--- src/rtl/id_ex_stage.sv ---
// ID/EX pipeline register for the 5-stage MIPS32 core.
// Captures decoder control, register read data, immediate and register
// specifiers for EX. Detects load-use hazards (bubble + hold of PC/IF/ID),
// squashes on branch/jump flush, freezes on data-memory stall, and keeps a
// saturating count of hazard bubbles.
module id_ex_stage #(
  parameter int DATA_W = 32,
  parameter int CNT_W  = 16
) (
  input  logic              clk,
  input  logic              rst_n,
  input  logic              id_valid,
  input  logic [3:0]        id_alu_op,
  input  logic              id_mem_write,
  input  logic              id_reg_write,
  input  logic              id_reg_dest,
  input  logic              id_alu_src,
  input  logic              id_mem_to_reg,
  input  logic              id_branch,
  input  logic              id_jump,
  input  logic [DATA_W-1:0] id_rd1,
  input  logic [DATA_W-1:0] id_rd2,
  input  logic [DATA_W-1:0] id_imm,
  input  logic [DATA_W-1:0] id_pc4,
  input  logic [4:0]        id_rs,
  input  logic [4:0]        id_rt,
  input  logic [4:0]        id_rd,
  input  logic              flush,
  input  logic              mem_stall,
  output logic              ex_valid,
  output logic [3:0]        ex_alu_op,
  output logic              ex_mem_write,
  output logic              ex_reg_write,
  output logic              ex_reg_dest,
  output logic              ex_alu_src,
  output logic              ex_mem_to_reg,
  output logic              ex_branch,
  output logic              ex_jump,
  output logic [DATA_W-1:0] ex_rd1,
  output logic [DATA_W-1:0] ex_rd2,
  output logic [DATA_W-1:0] ex_imm,
  output logic [DATA_W-1:0] ex_pc4,
  output logic [4:0]        ex_rs,
  output logic [4:0]        ex_rt,
  output logic [4:0]        ex_rd,
  output logic              hold_if_id,
  output logic [CNT_W-1:0]  bubble_cnt
);

  // One ID/EX entry; an all-zero entry is a bubble.
  typedef struct packed {
    logic [3:0]        alu_op;
    logic              mem_write;
    logic              reg_write;
    logic              reg_dest;
    logic              alu_src;
    logic              mem_to_reg;
    logic              branch;
    logic              jump;
    logic [DATA_W-1:0] rd1;
    logic [DATA_W-1:0] rd2;
    logic [DATA_W-1:0] imm;
    logic [DATA_W-1:0] pc4;
    logic [4:0]        rs;
    logic [4:0]        rt;
    logic [4:0]        rd;
  } stage_t;

  stage_t            w_id_p0;
  stage_t            r_ex_p1;
  logic              r_vld_p1;
  logic [CNT_W-1:0]  r_bubble_cnt;
  logic              w_rt_used;
  logic              w_hazard;
  logic              w_bubble;

  // Saturating increment: an all-ones count stays all-ones.
  function automatic logic [CNT_W-1:0] sat_inc(input logic [CNT_W-1:0] v);
    if (&v) return v;
    return v + {{(CNT_W-1){1'b0}}, 1'b1};
  endfunction

  // ---- p0: ID inputs, hazard detection ----
  assign w_id_p0 = '{alu_op: id_alu_op, mem_write: id_mem_write,
                     reg_write: id_reg_write, reg_dest: id_reg_dest,
                     alu_src: id_alu_src, mem_to_reg: id_mem_to_reg,
                     branch: id_branch, jump: id_jump,
                     rd1: id_rd1, rd2: id_rd2, imm: id_imm, pc4: id_pc4,
                     rs: id_rs, rt: id_rt, rd: id_rd};

  // rt is a source only for R-type (writes rd), stores and branches.
  assign w_rt_used = id_reg_dest | id_mem_write | id_branch;

  // A load in EX whose target is read by the ID instruction; $0 never conflicts.
  assign w_hazard = r_vld_p1 && r_ex_p1.mem_to_reg && (r_ex_p1.rt != 5'd0) &&
                    id_valid &&
                    ((r_ex_p1.rt == id_rs) || ((r_ex_p1.rt == id_rt) && w_rt_used));

  assign w_bubble   = flush | w_hazard;
  // Flush squashes the held instruction anyway, so it cancels the hold.
  assign hold_if_id = mem_stall | (w_hazard & ~flush);

  // Stage register: reset, freeze on stall, bubble on flush/hazard, else load.
  always_ff @(posedge clk) begin
    if (!rst_n) begin
      r_ex_p1  <= '0;
      r_vld_p1 <= 1'b0;
    end else if (!mem_stall) begin
      if (w_bubble) begin
        r_ex_p1  <= '0;
        r_vld_p1 <= 1'b0;
      end else begin
        r_ex_p1  <= w_id_p0;
        r_vld_p1 <= id_valid;
      end
    end
  end

  // Bubble counter: only hazard bubbles count, flush squashes do not.
  always_ff @(posedge clk) begin
    if (!rst_n) begin
      r_bubble_cnt <= '0;
    end else if (!mem_stall && !flush && w_hazard) begin
      r_bubble_cnt <= sat_inc(r_bubble_cnt);
    end
  end

  // ---- p1: EX-facing outputs ----
  assign ex_valid      = r_vld_p1;
  assign ex_alu_op     = r_ex_p1.alu_op;
  assign ex_mem_write  = r_ex_p1.mem_write;
  assign ex_reg_write  = r_ex_p1.reg_write;
  assign ex_reg_dest   = r_ex_p1.reg_dest;
  assign ex_alu_src    = r_ex_p1.alu_src;
  assign ex_mem_to_reg = r_ex_p1.mem_to_reg;
  assign ex_branch     = r_ex_p1.branch;
  assign ex_jump       = r_ex_p1.jump;
  assign ex_rd1        = r_ex_p1.rd1;
  assign ex_rd2        = r_ex_p1.rd2;
  assign ex_imm        = r_ex_p1.imm;
  assign ex_pc4        = r_ex_p1.pc4;
  assign ex_rs         = r_ex_p1.rs;
  assign ex_rt         = r_ex_p1.rt;
  assign ex_rd         = r_ex_p1.rd;
  assign bubble_cnt    = r_bubble_cnt;

endmodule
--- config.mk ---
export PLATFORM = sky130hd
export DESIGN_NAME = id_ex_stage
export DESIGN_NICKNAME = d
export VERILOG_FILES = /design/src/rtl/id_ex_stage.sv
export SDC_FILE = /design/constraint.sdc
export NUM_CORES = 1
export LEC_CHECK = 0
export CORE_ASPECT_RATIO = 0.8
export CORE_MARGIN = 4
export CORE_UTILIZATION = 34
export DETAILED_ROUTE_END_ITERATION = 10
export GPL_TIMING_DRIVEN = 0
export PLACE_DENSITY_LB_ADDON = 0.08
export SYNTH_ARGS = -nofsm -noshare
export SYNTH_HDL_FRONTEND = slang
export SYNTH_SLANG_ARGS = --single-unit
--- constraint.sdc ---
create_clock -name clk -period 2.8 [get_ports clk]
set_input_delay 0.42 -clock clk [delete_from_list [all_inputs] [get_ports clk]]
set_output_delay 0.42 -clock clk [all_outputs]
set_load 0.03 [all_outputs]
Yosys cells after proc, flatten, opt, wreduce, memory -nomap -nowiden
Index checks and enable logic that the tools add are counted.

cells by class
  reductions and logical operators = 13
  add/subtract/negate cells = 1
  bitwise operators = 6
  multiplexer cells = 6
  equal/unequal tests = 3

operators by type and width
  operator               number
  $mux 154               1
  $add 16x1->16 const B  1
  $mux 16                1
  $reduce_and 16->1      1
  $eq 5x5->1             2
  $logic_and 1x1->1      7
  $reduce_bool 5->1      1
  $mux 1                 4
  $or 1x1->1             4
  $logic_not 1->1        2
  $ne 2x2->1 const B     1
  $reduce_and 2->1       1
  $and 1x1->1            1
  $logic_or 1x1->1       1
  $not 1->1              1

word-level totals
  output and inout bits = 172
  bits of input ports = 159
  flip-flop bits (word level) = 171
  word-level logic and storage cells = 46

Logic depth before layout (Yosys ltp)
  depth in word-level cells = 10
  mapped depth = 7
  depth with buffers taken out = 6

Worst setup path after synthesis
OpenSTA, ideal clock, no wires.

  path kind = reg-to-output
  from = register r_ex_p1 (netlist bit ex_rt[3])
  to = output hold_if_id
  slack = -0.192 ns
  data required time = 2.380 ns
  arrival = 2.572 ns
  stages on the path, launching flop included = 7
  path buffers = 2
  cell sequence = dfxtp_1 xor2_1 nor4_2 a22oi_2 buf_2 buf_2 o41ai_1

between the ends
  cells in the longest elaborated chain, start to end = 6
  elaborated cells on any way between the ends = 10
  those cells by class = eq/ne (2); bitwise (2); reduce/logical (6)

RTL lines
  what                                                          RTL line  source
  start, declared                                               70        stage_t r_ex_p1;
  start signal, assigned                                        113       r_ex_p1 <= w_id_p0;
  $eq 5x5->1 / $reduce_bool 5->1 (equally long branches)        97, 95
  $logic_and 1x1->1 (on tied branches)                          97, 95
  $logic_or 1x1->1 / $logic_and 1x1->1 (equally long branches)  97, 95
  $logic_and 1x1->1 *                                           96        id_valid &&
  $and 1x1->1 *                                                 101       assign hold_if_id = mem_stall | (w_hazard & ~flush);
  $or 1x1->1 *                                                  101
  end, declared                                                 46        output logic hold_if_id,

Mark *: on every way between the ends. The rest lies on a longest branch, timed or not.

Worst setup path in the final report
  from = input id_rt[3]
  to = output hold_if_id

between the ends
  cells in the longest elaborated chain, start to end = 6

RTL lines
  what               RTL line  source
  start, declared    26        input logic [4:0] id_rt,
  $eq 5x5->1         97        ((r_ex_p1.rt == id_rs) || ((r_ex_p1.rt == id_rt) && w_rt_used));
  $logic_and 1x1->1  97
  $logic_or 1x1->1   97
  $logic_and 1x1->1  96
  $and 1x1->1        101
  $or 1x1->1         101

Every way passes these cells.

==> results by group <==
Run status
  • Status: completed

Clock network
  • CTS Hold Bufs: 0
  • H-tree depth: 4
  • Clock Sinks: around 170
  • Worst-path clk slew: 0.07 ns
  • Root Driver: clkbuf_16
  • Inserted Clock Buffers: 17
  • Skew-Pair Late Insertion Delay: 0.42 ns
  • CTS tree: yes
  • CTS max path bufs: 2

Routing
  • Met2 Wirelength: 9900 µm
  • Wl on met1: 7810 µm
  • Met3 WL: about 1900 µm
  • Pre-antenna DRT Iters: 5
  • Remaining antenna violation count: 0
  • Final wirelength: 19900 µm
  • DR vias/cell: approximately 4.9
  • Initial DRC count: 300
  • Via count: 5210
  • DRC: 0
  • Uppermost layer routed: met4
  • WL per Instance: 18.9 µm

Setup path
  • Crit end category: output port
  • Worst path cell trace: clkdlybuf4s50_1 > xor2_1 > nor4_2 > a22oi_2 > clkbuf_4 > o41ai_4 > buf_6
  • Crit-path slowest cell: clkdlybuf4s50_1
  • R2R Path Start: ex_rt[3]
  • Startpoint Class: primary input
  • Critical path data arrival time: 2.25 ns
  • Crit path kind: in2out
  • CP startpoint: id_rt[3]
  • Crit path required time: around 2.4 ns
  • Max stage delay on crit path: 0.44 ns
  • Critical Path Fanout Max: 10

Global routing
  • Initial antenna violation count: 0
  • All-Layer GR Usage: 20.4%
  • Grt total ovfl: 0
  • First-pass GRT wire length: 31000 µm
  • Vias in the first global route: 5513
  • Largest net degree at the start of global routing: 17

Synthesis
  • Sequential area share after synthesis: about 60%
  • Synthesized area: a little under 6000 µm²
  • Most area-consuming cells after synthesis: dfxtp_1, a22o_1, buf_6
  • Synth top cells by count: dfxtp_1, a22o_1, clkbuf_1
  • Syn nets: roughly 630
  • Ys Warns: 0
  • Number of flops mapped to enable cells by yosys: 0
  • FF+latch count, synth: 171
  • FFs w/ async S/R, synth: 0%
  • Ys flop type: dfxtp_1
  • Most common cell in the netlist: dfxtp_1
  • Yosys top cell by area: dfxtp_1
  • Post-Synthesis Cells: about 470
  • Unique masters post-synth: 31
  • Share of the synthesized area in the top cell type: 59.4%
  • Syn_area_per_cell: 12.2 µm²

Floorplan
  • Die height: 124 µm
  • Initial Util: 34.7%
  • Row count: 42
  • Die Area: 19100 µm²
  • Core footprint: 16600 µm²
  • IO Count: between 300 and 400
  • Die Wd: 154 µm

Final layout
  • Final net count: just under 1000
  • Non-Filler Instances: 1053
  • Share of cells above drive strength 1: between 7 and 8%
  • # diodes: 0
  • Area growth syn-to-layout: 72.5%
  • Fill count: 1372

STA
  • Final hold viol count: 0
  • Top achievable clock speed: 375 MHz
  • Final setup vio count: 0
  • Pin slew with the least headroom to its limit: 0.639 ns
  • Hold slack final: 0.355 ns
  • RSZ-0062 raised after global routing: false
  • Clock Skew: 0.00956 ns
  • Crit path time final: 2.67 ns
  • Worst setup margin: 0.131 ns
  • Fin crit share: 95.3%
  • Rel. slew slack: 57.4%
  • Pins Over Slew Limit: 0

Power
  • VDD IR-drop max: 0.357 mV
  • Leakage power: 3.76 nW
  • PwrDens: ~570 nW/µm²

Place
  • I/O Buffers: 329
  • Routability congestion estimate: about 0.85
  • Cells after DPL: 1020
  • DP Worst Slack: -0.734 ns
  • Detailed Place HPWL: around 15000 µm

Worst hold path
  • Hold Path Class: in2reg
  • HP Start: rst_n

Run
  • Total of max-cap violations: 0
[layout by cell type, fill, tap and decap left out, types with 4 or more instances in the layout]
cell type / n
buf_6: 18
mux2i_1: 7
nand4_1: 5
a22o_1: 155
a21oi_1: 8
inv_6: 4
nand2_1: 14
nand2b_1: 7
nor2_1: 5
nand3_1: 5
clkbuf_1: 21
o31ai_1: 7
clkbuf_16: 17
dfxtp_1: 171
or4_1: 8
nor3_1: 4
clkinvlp_4: 4
and3_1: 4
xor2_1: 10
clkdlybuf4s50_1: 328
[per-layer routing]
layer	vias up	track usage, %
met5	-	0
met4	0	6.49
met3	22	9.03
met2	228	34.6
met1	2436	23.0
li1	2524	-
[final timing paths]
kind / endpoint / slack (ns) / depth (start not counted)
worst max-delay path: hold_if_id / 0.13 / 7
worst min-delay path: bubble_cnt[4] / 0.35 / 3
worst max register to register: ex_rd1[12] / 0.29 / 9
worst min register to register: ex_pc4[22] / 0.47 / 1
[power breakdown]
group          switching [mW]  leakage [nW]  internal, mW
Combinational           0.377          2.09         0.436
Clock                    1.02         0.269          1.27
Sequential             0.0522          1.39          2.52
Total                    1.45          3.76          4.23
[critical path, delay by kind of cell]
| family | cells | cell delay, ns |
|---|---|---|
| AOI/OAI and AO/OA | 2 | 0.50 |
| and+or+nand+nor | 1 | 0.33 |
| xor gates and xnor gates | 1 | 0.16 |
| buffers and inverters | 3 | 0.84 |
[per-stage QoR]
stage,setup TNS [ns],util (%),cell area (µm²),power (mW)
after floorplan,0,-,5770,2.97
final,0,59.9,9940,5.68
after CTS,0,59.8,9920,5.74
after global routing,0,59.9,9940,5.89
after global placement,-0.684,56.2,9340,3.42
after detailed placement,-0.734,56.2,9340,3.44
[cell families (layout without fill, tap and decap cells)]
group / Yosys count / after routing / synth area share (%)
buffers and inverters: 43 / 405 / 5.10
and+or+nand+nor: 62 / 62 / 6.29
muxes: 7 / 7 / 1.22
adders and majority gates: 1 / 1 / 0.217
xor gates and xnor gates: 10 / 10 / 1.52
DFF: 171 / 171 / 59.4
AOI/OAI and AO/OA: 177 / 177 / 26.3
[timing repair]
action | 4_1_cts | 5_1_grt
pin swaps | 2 | 2
gates resized for setup | 7 | 3
buffers inserted | 2 | 0
endpoints found under the setup margin | 1 | 1
[area by class of cell]
cell class              instances  area, µm²  share of cell area (%)
multi-input cells             257       2070                    20.8
well taps                     220        275                    2.77
flip-flops and latches        171       3420                    34.4
inverters                       2       7.51                  0.0755
plain buffers                  40        284                    2.86
repair buffers                331       3310                    33.3
clock buffers                  19        443                    4.46
clock inverters                13        133                    1.33
No activity file was read; power rests on OpenSTA's default activity.
==> patch 1, RTL diff (config.mk and constraints unchanged) <==
Reset style: asynchronous (`rst_n`), changed in 2 clocked blocks.
--- a/src/rtl/id_ex_stage.sv
+++ b/src/rtl/id_ex_stage.sv
@@ -101,7 +101,7 @@
   assign hold_if_id = mem_stall | (w_hazard & ~flush);
 
   // Stage register: reset, freeze on stall, bubble on flush/hazard, else load.
-  always_ff @(posedge clk) begin
+  always_ff @(posedge clk or negedge rst_n) begin
     if (!rst_n) begin
       r_ex_p1  <= '0;
       r_vld_p1 <= 1'b0;
@@ -117,7 +117,7 @@
   end
 
   // Bubble counter: only hazard bubbles count, flush squashes do not.
-  always_ff @(posedge clk) begin
+  always_ff @(posedge clk or negedge rst_n) begin
     if (!rst_n) begin
       r_bubble_cnt <= '0;
     end else if (!mem_stall && !flush && w_hazard) begin
Function: differs if rst_n is asserted again (counterexample within 4 cycles, from zero or initial values and one cycle with rst_n low); with rst_n held inactive, the same outputs for 4 cycles.
==> patch 1 against the unedited design <==
Count of clock-buffer cells in the layout unchanged. Combinational power up 71%. Total power up 17%. Sequential cell count unchanged. Critical path depth is the same. Register-to-register slack better by 0.35 ns. Cell count is 1.5% higher. Area after synthesis grew 16%. Final area rose by 10%. Setup slack gained 0.046 ns. Routed wire length rose by 8.8%. Critical endpoint unchanged.
==> patch 1: results (changes against the unedited design) <==
outcome=finished, final reports clean (unchanged); Routed Wire Length=21680 µm (was 19930 µm); detailed route wirelength on metal2=10880 µm (was 9902 µm); final instance count without filler cells=1069 (was 1053); Routed met1 length=8736 µm (was 7811 µm); number of nets in the layout=958 (was 980); initial antenna violation count=0 (unchanged); routed wire length on met3=1903 µm (was 1851 µm); cell type contributing the most total cell area after synthesis=dfrtp_1 (was dfxtp_1); cell types with the highest counts after synthesis=171 x dfrtp_1, 86 x a22o_1, 69 x a22o_2 (was 171 x dfxtp_1, 155 x a22o_1, 20 x clkbuf_1); Synth Area per Inst=14.95 µm² (was 12.24 µm²); cell count of the worst reg-to-reg path=7 (was 9); dpl cell area=0.01033 mm² (was 0.009340 mm²); wire length of the first global-routing pass=33340 µm (was 31000 µm); fraction of final layout cells sized beyond drive strength 1=0.1640 (was 0.07083); Max rail drop VDD=0.0003005 V (was 0.0003568 V); met3 usage=0.07609 (was 0.09031); count of vias placed by the detailed router=5269 (was 5210); final weighted congestion of routability-driven global placement=0.8069 (was 0.8473); Worst Hold Path Cells=4 (was 3); Reg-to-Reg End=ex_pc4[3]$_DFFE_PN0N_ (was ex_rd1[12]$_SDFFE_PN0N_); count of inserted antenna diode cells=0 (unchanged); maximum number of pins on one net before global-route repair=99 (was 17); hold_sp=mem_stall (was rst_n); share of flip-flops with an asynchronous set or reset=1.000 (was 0); cell count after placement=1035 (was 1020); R2R Path Start=ex_rt[1]$_DFFE_PN0N_ (was ex_rt[3]$_SDFFE_PN0N_); cell at the slowest stage of the critical path=dfrtp_1 (was clkdlybuf4s50_1); vias in the first global route=5722 (was 5513); number of warnings issued by yosys=0 (unchanged); clock edge transition at the registers on the reported setup and hold paths=0.07 ns (about the same); Post-Place Setup Slack=-0.5615 ns (was -0.7341 ns); worst-margin pin slew=0.6388 ns (was 0.6393 ns); detailed-router iteration count before antenna repair=4 (was 5); overall fraction of global-route tracks in use=0.1958 (was 0.2040); M1 GR Usage=0.2359 (was 0.2298); fraction of the yosys area taken by sequential cells=0.6403 (was 0.5939); internal power=4.790 mW (was 4.227 mW); Min Hold Slack=0.4756 ns (was 0.3548 ns); number of buffers inserted by hold repair at cts=1 (was 0); number of buffers between clock root and the deepest sink=2 (unchanged); post-route clock skew=0.008732 ns (was 0.009562 ns); nets in the synthesized netlist=607 (was 631); Static Leak=4.786 nW (was 3.756 nW); number of gates resized after cts=6 (was 7); maximum single-stage delay on the critical path=0.47 ns (was 0.44 ns); number of DRC markers after the initial detailed-route iteration=242 (was 300); number of buffers created by CTS=17 (unchanged); data arrival time of the critical path=2.20 ns (was 2.25 ns); destination of the worst hold path=bubble_cnt[4]$_DFFE_PN0P_ (was bubble_cnt[4]$_SDFFE_PN0P_); DPL Wire Length=16280 µm (was 15100 µm); Reg2Reg Setup Slack=0.64 ns (was 0.29 ns); GR met2 Demand/Resource=0.3361 (was 0.3465); root buffer cell=clkbuf_16 (unchanged); Post-CTS Setup Repair Bufs=1 (was 2); top cells by area in the synthesized netlist=dfrtp_1 64%, a22o_1 11%, a22o_2 10% (was dfxtp_1 59%, a22o_1 24%, buf_6 3.3%)
patch 1: cell count changes after synthesis, sizes merged, moves of 10 or more:
cell,unedited run,this run
dfrtp,0,171
dfxtp,171,0
xnor2,0,25
nand4,5,16
nand2,14,4
xor2,10,0
patch 1: cell families (layout without fill, tap and decap cells):
kind of cell	count (synthesis)	count (layout)	synth area share
AO/OA/AOI/OAI	161	161	0.2254
XOR/XNOR	25	25	0.03277
adder cells (fa/ha/maj)	1	1	0.001872
buffers and inverters	37	401	0.05411
flip-flops	171	171	0.6403
multiplexers	1	1	0.001685
AND/OR/NAND/NOR	51	51	0.04381
patch 1: final cells by class:
| class | count | area (µm²) |
|---|---|---|
| multi-input combinational | 239 | 2049 |
| fill | 1553 | 8162 |
| tap | 258 | 322.8 |
| inverter | 1 | 3.754 |
| clock buffer | 19 | 442.9 |
| clock inverter | 13 | 177.7 |
| buffer | 36 | 361.6 |
| timing repair buffer | 332 | 3344 |
| sequential | 171 | 4279 |
patch 1: power groups by stage:
stage	registers, mW	clock network, mW	logic (mW)
after global routing	2.77	2.67	1.46
final	2.75	2.50	1.39
after global placement	2.79	0	1.38
after CTS	2.75	2.57	1.41
after floorplan	3.14	0	0.300
after detailed placement	2.79	0	1.39
patch 1: worst max path at each step:
stage,slack (ns),to,depth (start not counted),start
floorplan,0.37,hold_if_id,6,ex_rt[0]$_DFFE_PN0N_
global placement,-5.59,ex_rd2[13]$_DFFE_PN0N_,1,rst_n
detailed placement,-0.56,hold_if_id,8,id_rt[3]
CTS,0.12,hold_if_id,7,ex_rt[0]$_DFFE_PN0N_
global route,0.0005,hold_if_id,7,ex_rt[0]$_DFFE_PN0N_
finish,0.18,hold_if_id,7,ex_rt[0]$_DFFE_PN0N_
==> patch 2, RTL diff (same settings) <==
Made on the original files. Set the parameter `DATA_W` to 28 (it was 32).
--- a/src/rtl/id_ex_stage.sv
+++ b/src/rtl/id_ex_stage.sv
@@ -4,7 +4,7 @@
 // squashes on branch/jump flush, freezes on data-memory stall, and keeps a
 // saturating count of hazard bubbles.
 module id_ex_stage #(
-  parameter int DATA_W = 32,
+  parameter int DATA_W = 28,
   parameter int CNT_W  = 16
 ) (
   input  logic              clk,
Interface: changed (8 resized); port bits go from 331 to 299. The function was not compared with the original's and may differ.
==> patch 2 against the unedited design <==
Setup slack got worse by 0.021 ns. Sequential cell count fell by 16. Combinational power shrank 10%. Area after synthesis down 9.7%. Largest power group is now clock. Sequential power is 9.3% lower. Core utilization rose by 0.56 points. Total power is 4.9% lower. Global-route usage decreased by 0.16 points. Hold slack lost 0.045 ns. Routed wire length fell by 9.4%. Cell count fell by 9.2%. Synthesized cell count decreased by 7.4%. Final area fell by 8.7%.
==> patch 2: results (changes against the unedited design) <==
cell types with the highest counts after synthesis=155 x dfxtp_1, 139 x a22o_1, 18 x clkbuf_1 (was 171 x dfxtp_1, 155 x a22o_1, 20 x clkbuf_1); routed vias/inst=5.003 (was 4.948); number of DRC markers after the initial detailed-route iteration=181 (was 300); cell count after placement=923 (was 1020); Max rail drop VDD=0.0004020 V (was 0.0003568 V); number of nets in the layout=900 (was 980); fraction of the yosys area taken by sequential cells=0.5964 (was 0.5939); post-route clock skew=0.008214 ns (was 0.009562 ns); detailed route wirelength on metal2=8430 µm (was 9902 µm); hold_sp=id_rt[4] (was rst_n); Post-Place Setup Slack=-0.5815 ns (was -0.7341 ns); fillers=1240 (was 1372); overall fraction of global-route tracks in use=0.2023 (was 0.2040); Min Hold Slack=0.3096 ns (was 0.3548 ns); top cells by area in the synthesized netlist=dfxtp_1 60%, a22o_1 23%, xor2_1 1.7% (was dfxtp_1 59%, a22o_1 24%, buf_6 3.3%); complex-gate fraction of the synthesized area=0.2737 (was 0.2626); net switching share of the total power=0.2380 (was 0.2556); Reg2Reg Setup Slack=0.76 ns (was 0.29 ns); total clock network power=2.34 mW (was 2.29 mW); wire length of the first global-routing pass=27510 µm (was 31000 µm); synthesized-area fraction occupied by xor and xnor cells=0.01684 (was 0.01519); Reg-to-Reg End=bubble_cnt[7]$_SDFFE_PN0P_ (was ex_rd1[12]$_SDFFE_PN0N_); destination of the worst hold path=ex_rt[4]$_SDFFE_PN0N_ (was bubble_cnt[4]$_SDFFE_PN0P_); Static Leak=3.429 nW (was 3.756 nW); vias in the first global route=4915 (was 5513); final weighted congestion of routability-driven global placement=0.7995 (was 0.8473); fraction of final layout cells sized beyond drive strength 1=0.07562 (was 0.07083); R2R Path Start=ex_rt[4]$_SDFFE_PN0N_ (was ex_rt[3]$_SDFFE_PN0N_); routed wire length on met3=1362 µm (was 1851 µm); Distinct cells, synth=34 (was 31); outcome=finished, final reports clean (unchanged); flip-flop and latch power=2.33 mW (was 2.57 mW); nets in the synthesized netlist=580 (was 631); average wire length per cell after detail routing=18.87 µm (was 18.92 µm); relative max-transition margin=0.5402 (was 0.5738); power in combinational cells=0.731 mW (was 0.814 mW); detailed-router iteration count before antenna repair=4 (was 5); count of input and output buffers=298 (was 329); proportion of synthesized area in mux cells=0.007696 (was 0.01216); DPL Wire Length=13640 µm (was 15100 µm); cell count of the worst reg-to-reg path=5 (was 9); Post-Synthesis Cells=436 (was 471); Worst Hold Path Cells=2 (was 3)
[patch 2: final cells by class]
cell class,count,area share
multi-input combinational,242,0.2094
timing repair buffer,301,0.3317
clock buffer,19,0.04992
inverter,3,0.001241
sequential,155,0.3420
tap,189,0.02607
clock inverter,11,0.01614
buffer,36,0.02358
[patch 2: worst max-delay path by stage]
stage	from	to	slack, ns	cells past startpoint
after detailed placement	id_rt[4]	hold_if_id	-0.58	9
after global routing	id_branch	hold_if_id	0.03	9
final	id_branch	hold_if_id	0.11	9
after floorplan	ex_rt[4]$_SDFFE_PN0N_	hold_if_id	0.12	7
after global placement	id_rt[4]	hold_if_id	-0.55	9
after CTS	id_rt[1]	hold_if_id	0.03	9
[patch 2: stage by stage]
step / TNS, ns / util / instance area, µm²
2_1_floorplan: 0 / - / 5202
3_3_place_gp: -0.5509 / 0.5609 / 8422
4_1_cts: 0 / 0.6018 / 9035
3_5_place_dp: -0.5815 / 0.5609 / 8422
6_report: 0 / 0.6043 / 9072
5_1_grt: 0 / 0.6043 / 9072
[patch 2: per-layer routing]
metal	global-route usage	vias up
li1	-	2326
met4	0.1022	0
met1	0.2409	2218
met3	0.06938	39
met5	0	-
met2	0.3249	200
[patch 2: what timing repair did]
item	4_1_cts	5_1_grt
gates resized for setup	11	3
setup buffers	0	3
pin swaps	1	2
setup endpoints to repair	1	1
[patch 2: worst max-delay path, cell delays in order]
cell,delay [ns]
clkdlybuf4s50_1,0.51
nor3_1,0.08
nor4_2,0.30
a22oi_2,0.14
buf_6,0.15
buf_6,0.13
buf_6,0.14
o31ai_4,0.23
buf_6,0.16
[patch 2: logic make-up after synthesis]
family,count (synthesis)
compound gates,171
xor+xnor,10
fa+ha+maj,1
buf+inv,39
flops,155
mux,4
simple gates,56
